$ cat config.mk
export PLATFORM = sky130hd
export DESIGN_NAME = regfile_wb_arbiter
export DESIGN_NICKNAME = d
export VERILOG_FILES = /design/src/rtl/rf_pkg.sv /design/src/rtl/rr_arbiter.sv /design/src/rtl/regfile_wb_arbiter.sv
export SDC_FILE = /design/constraint.sdc
export NUM_CORES = 1
export LEC_CHECK = 0
export BUFFER_PORTS_ARGS = -buffer_cell sky130_fd_sc_hd__buf_2
export CORE_ASPECT_RATIO = 1.1
export CORE_UTILIZATION = 46
export DETAILED_ROUTE_END_ITERATION = 7
export PLACE_DENSITY_LB_ADDON = 0.12
export SLEW_MARGIN = 20
export SYNTH_ARGS = -nofsm -noshare
export SYNTH_HDL_FRONTEND = slang
export SYNTH_SLANG_ARGS = --single-unit
$ cat constraint.sdc
create_clock -name clk -period 3.64 [get_ports clk]
set_input_delay 0.728 -clock clk [delete_from_list [all_inputs] [get_ports clk]]
set_output_delay 0.728 -clock clk [all_outputs]
set_load 0.05 [all_outputs]
$ cat src/rtl/rf_pkg.sv
// Shared register-file definitions for writeback arbitration and future
// CSR / memory-port arbiters.
package rf_pkg;

   localparam int XLEN = 32;
   localparam int AW   = 5;
   localparam int NREG = 32;

   typedef struct packed {
      logic            valid;
      logic [AW-1:0]   rd;
      logic [XLEN-1:0] data;
   } rf_wb_req_t;

   function automatic logic [NREG-1:0] onehot_rd(input logic [AW-1:0] rd);
      onehot_rd = NREG'(1) << rd;
   endfunction

endpackage

$ cat src/rtl/rr_arbiter.sv
// Round-robin arbiter: one-hot grant to the first request at or after ptr_i,
// searching upward with wrap at NREQ.
module rr_arbiter #(
   parameter  int NREQ = 3,
   localparam int IW   = $clog2(NREQ)
) (
   input  logic [NREQ-1:0] req_i,
   input  logic [IW-1:0]   ptr_i,
   input  logic            en_i,
   output logic [NREQ-1:0] gnt_o,
   output logic [IW-1:0]   idx_o
);

   logic        found;
   logic [IW:0] cand;

   // One extra bit on the candidate lets ptr+k exceed NREQ before wrapping.
   always_comb begin
      gnt_o = '0;
      idx_o = '0;
      found = 1'b0;
      cand  = '0;
      for (int k = 0; k < NREQ; k++) begin
         cand = {1'b0, ptr_i} + (IW+1)'(k);
         if (cand >= (IW+1)'(NREQ)) begin
            cand = cand - (IW+1)'(NREQ);
         end
         if (en_i && !found && req_i[cand[IW-1:0]]) begin
            found                = 1'b1;
            gnt_o[cand[IW-1:0]]  = 1'b1;
            idx_o                = cand[IW-1:0];
         end
      end
   end

endmodule

$ cat src/rtl/regfile_wb_arbiter.sv
// Shares the single regfile write port between NREQ writeback requesters,
// staging the round-robin winner in one register stage.
module regfile_wb_arbiter
   import rf_pkg::*;
#(
   parameter int NREQ = 3,
   parameter int XLEN = rf_pkg::XLEN,
   parameter int AW   = rf_pkg::AW
) (
   input  logic                     clk,
   input  logic                     rst_n,
   input  logic                     wb_en,
   input  logic [NREQ-1:0]          req_valid,
   input  logic [NREQ*AW-1:0]       req_rd,
   input  logic [NREQ*XLEN-1:0]     req_data,
   output logic [NREQ-1:0]          req_ready,
   output logic                     rf_we,
   output logic [AW-1:0]            rf_a3,
   output logic [XLEN-1:0]          rf_wd,
   output logic [2**AW-1:0]         pending,
   output logic [$clog2(NREQ)-1:0]  grant_idx
);

   localparam int IW = $clog2(NREQ);
   localparam int NR = 2**AW;

   logic [NREQ-1:0] gnt;
   logic [IW-1:0]   win_idx;
   logic [AW-1:0]   win_rd;
   logic [XLEN-1:0] win_data;
   logic            arb_en;

   logic [IW-1:0]   ptr_q, ptr_d;
   logic [IW-1:0]   grant_idx_q, grant_idx_d;
   logic            rf_we_q, rf_we_d;
   logic [AW-1:0]   rf_a3_q, rf_a3_d;
   logic [XLEN-1:0] rf_wd_q, rf_wd_d;
   logic [NR-1:0]   pend;

   // Gating with rst_n keeps ready low for the whole time reset is held.
   assign arb_en = wb_en & rst_n;

   rr_arbiter #(.NREQ(NREQ)) u_arb (
      .req_i (req_valid),
      .ptr_i (ptr_q),
      .en_i  (arb_en),
      .gnt_o (gnt),
      .idx_o (win_idx)
   );

   assign win_rd   = req_rd[win_idx*AW +: AW];
   assign win_data = req_data[win_idx*XLEN +: XLEN];

   // A grant to x0 still completes the handshake but never raises rf_we.
   always_comb begin
      ptr_d       = ptr_q;
      grant_idx_d = grant_idx_q;
      rf_we_d     = 1'b0;
      rf_a3_d     = rf_a3_q;
      rf_wd_d     = rf_wd_q;
      if (|gnt) begin
         rf_we_d     = (win_rd != '0);
         rf_a3_d     = win_rd;
         rf_wd_d     = win_data;
         grant_idx_d = win_idx;
         ptr_d       = (win_idx == IW'(NREQ-1)) ? '0 : win_idx + IW'(1);
      end
   end

   always_ff @(posedge clk or negedge rst_n) begin
      if (!rst_n) begin
         ptr_q       <= '0;
         grant_idx_q <= '0;
         rf_we_q     <= 1'b0;
         rf_a3_q     <= '0;
         rf_wd_q     <= '0;
      end else begin
         ptr_q       <= ptr_d;
         grant_idx_q <= grant_idx_d;
         rf_we_q     <= rf_we_d;
         rf_a3_q     <= rf_a3_d;
         rf_wd_q     <= rf_wd_d;
      end
   end

   always_comb begin
      pend = '0;
      for (int i = 0; i < NREQ; i++) begin
         if (req_valid[i]) begin
            pend = pend | (NR'(1) << req_rd[i*AW +: AW]);
         end
      end
      if (rf_we_q) begin
         pend = pend | (NR'(1) << rf_a3_q);
      end
      pend[0] = 1'b0;
      if (!rst_n) begin
         pend = '0;
      end
   end

   assign req_ready = gnt;
   assign rf_we     = rf_we_q;
   assign rf_a3     = rf_a3_q;
   assign rf_wd     = rf_wd_q;
   assign grant_idx = grant_idx_q;
   assign pending   = pend;

endmodule

==> impl_metrics.json <==
{
  "status": "completed",
  "netlist_instances": 429,
  "cp.required_ns": 2.91,
  "h-tree-depth": 2,
  "p_leak_nw": 2.261,
  "die-area_mm2": 0.008283,
  "muxShareOfSynthArea_pct": 16.48,
  "grt_pass1_wl_um": 19040,
  "startpoint_type": "flop",
  "setup_viol": 0,
  "final_common_cell": "buf_2",
  "synth_area_leaders": "dfrtp_1, mux2_1, o22ai_1",
  "period_share_pct": 89.19,
  "synth_top_family_by_area": "compound AO/OA/AOI/OAI gates",
  "synth_cell_types": 44,
  "arrival_ns": 2.52,
  "holdCritPathClass": "in2async",
  "pwr-share-seq_pct": 23.9,
  "yosys.area_share.simple_pct": 18.71,
  "start_util_pct": 48.24,
  "placed_cells": 695,
  "yosys.area_share.xor_xnor_pct": 0,
  "drc": 0,
  "grt_pass1_vias": 4011,
  "syn-cell-area_mm2": 0.003645,
  "final_cells": 702,
  "drive_gt1_share_pct": 37.02,
  "power_frac_comb_pct": 68.6,
  "synth_compound_area_share_pct": 28.46,
  "path_max_fanout": 7,
  "finClkSkew_ns": 0.004344,
  "gp_congestion": 0.9375,
  "slew_violations": 0,
  "antenna_found_initial": 0,
  "postCtsSetupBuffers": 0,
  "hold_viol": 0,
  "dr.pass1.iters": 6,
  "startpoint": "ptr_q[1]$_DFFE_PN0P_",
  "cts_tree": "yes",
  "grt_remaining_overflow": 0,
  "postCtsHoldBufs": 0,
  "fp.dieW_um": 86.87,
  "tritoncts.num_buffers": 5,
  "synthAdderAreaFrac_pct": 1.373,
  "final_cell_mix": "buf_2, o22ai_1, nand2_1, dfrtp_1, mux2_1",
  "synth_top_area_share_pct": 28.84,
  "power.switching_mw": 2.059,
  "seq_area_frac_synth_pct": 28.84,
  "ys_warn_count": 0,
  "tightest_slew_ns": 0.8569,
  "max_freq_mhz": 308.0,
  "synth-edff-count": 0,
  "critPathCaptureType": "output port",
  "nets": 718,
  "finalWirelength_um": 12000,
  "powerDensity_mw_per_mm2": 779.4,
  "synth_flop_cell": "dfrtp_1",
  "crit_chain": "inv_1 > ha_1 > mux2i_1 > mux2_2 > nor2_1 > a211oi_1 > buf_2",
  "rsz0062_at_grt": "no",
  "port-buffer-count": 190,
  "async_reset_ff_share_pct": 100.0,
  "ys_seq_elements": 42,
  "grt_max_degree": 46,
  "reg2reg_from": "ptr_q[0]$_DFFE_PN0P_",
  "critical_path.slowest_cell": "a211oi_1",
  "antenna_cells": 0,
  "whs_ns": 0.2445,
  "r2r_cells": 8,
  "fillers": 681,
  "routedWlPerCell_um": 17.09,
  "r2r_setup_slack_ns": 0.80,
  "cap_viol_max_count": 0,
  "syn_avg_cell_area_um2": 8.496,
  "fp.dieH_um": 95.36,
  "rows": 33,
  "detail-route-antenna-nets": 0,
  "p_int_mw": 1.619,
  "core-area_mm2": 0.007556,
  "ios": 192,
  "crit_type": "reg2out",
  "synth_top_area_cell": "dfrtp_1",
  "slowest_delay_ns": 0.47,
  "vias": 4191,
  "dpl.hpwl_um": 9021,
  "clockBufferDepth": 2,
  "fin_tns_setup_ns": 0,
  "vdd_drop_max_v": 0.0004306,
  "power_mw": 3.677,
  "clkSinkCount": 42,
  "power_frac_clock_pct": 7.5,
  "fin_crit_ns": 3.247,
  "areaGrowthSynthToFinish_pct": 29.45,
  "synth_fp_nets": 550,
  "ctsResizeCount": 0,
  "cts-root-buf": "clkbuf_8",
  "viasPerCell": 5.970,
  "drtIter0Drc": 267,
  "slew_headroom_pct": 42.81,
  "grtUsageTotal_pct": 29.16,
  "clock_latency_ns": 0.29,
  "p_sw_share_pct": 55.98,
  "path_clk_slew_ns": 0.08
}
## layer usage
metal / vias to the layer above / part of all wire, % / track usage (%)
li1: 1953 / - / -
met1: 1907 / 40 / 36.77
met2: 291 / 48 / 48.88
met3: 40 / 9.5 / 5.714
met4: 0 / 2.8 / 11.81
met5: - / 0 / 0
## final timing paths
| path | to |
|---|---|
| setup / recovery | req_ready[2] |
| hold / removal | rf_wd[7]$_DFFE_PN0P_ |
| setup reg to reg | rf_we$_DFF_PN0_ |
| hold reg to reg | rf_wd[25]$_DFFE_PN0P_ |
| max in group asynchronous | rf_wd[14]$_DFFE_PN0P_ |
| min in group clk | rf_wd[25]$_DFFE_PN0P_ |
## worst max-delay path, delay by kind of cell (launching register included)
family                   cells  cell delay [ns]
AO/OA/AOI/OAI                1             0.47
adder cells (fa/ha/maj)      1             0.30
buffers and inverters        2             0.45
flip-flops                   1             0.41
multiplexers                 2             0.55
AND/OR/NAND/NOR              1             0.05
## cells by family (layout without fill, tap and decap cells)
| group | count (synthesis) | in the layout |
|---|---|---|
| compound gates | 150 | 150 |
| simple gates | 130 | 130 |
| mux | 55 | 55 |
| buf+inv | 47 | 215 |
| flops | 42 | 42 |
| fa+ha+maj | 4 | 4 |
| other cells | 1 | 1 |
## cell type report
class / count / area, um^2 / share of cell area, %
Clock inverter: 2 / 10.01 / 0.2121
Tap cell: 105 / 131.4 / 2.784
Multi-Input combinational cell: 340 / 2396 / 50.78
Clock buffer: 5 / 68.82 / 1.458
Sequential cell: 42 / 1051 / 22.28
Inverter: 10 / 37.54 / 0.7955
Timing Repair Buffer: 198 / 1023 / 21.69
## cell usage after synthesis (2+ instances only)
library cell,number
o21ai_0,14
nand3b_1,14
clkbuf_1,23
nor3b_1,2
a31oi_1,3
nor3_1,4
a22o_1,3
mux2i_1,15
nor2b_1,2
o21a_1,32
buf_2,8
or3b_2,7
or3_1,9
a22oi_1,21
buf_6,4
mux2_1,37
inv_1,10
mux2_2,3
dfrtp_1,42
nor2_1,7
a21oi_1,2
nand4_1,2
ha_1,4
nand2_1,60
a21o_1,4
o22ai_1,62
nand3_1,14
nand2b_1,5
## power by group through the flow
stage	Combinational, mW	Sequential, mW	Clock, mW
CTS	2.53	0.880	0.291
floorplan	1.16	1.64	0
global route	2.69	0.914	0.306
detailed placement	2.53	0.882	0
finish	2.52	0.880	0.277
global placement	2.49	0.876	0
## registers in the layout, summed over array words and instances (netlist names)
name       count
ptr_q          2
rf_a3          5
grant_idx      2
rf_wd         32
rf_we          1
## stage by stage
step | worst slack [ns] | cell area [um^2] | util [%]
2_1_floorplan | 0.07000 | 3645 | -
3_3_place_gp | 0.6838 | 4639 | 61.40
3_5_place_dp | 0.6057 | 4639 | 61.40
4_1_cts | 0.3795 | 4718 | 62.44
5_1_grt | 0.2273 | 4718 | 62.44
6_report | 0.3933 | 4718 | 62.44
(Power assumes the default switching activity.)
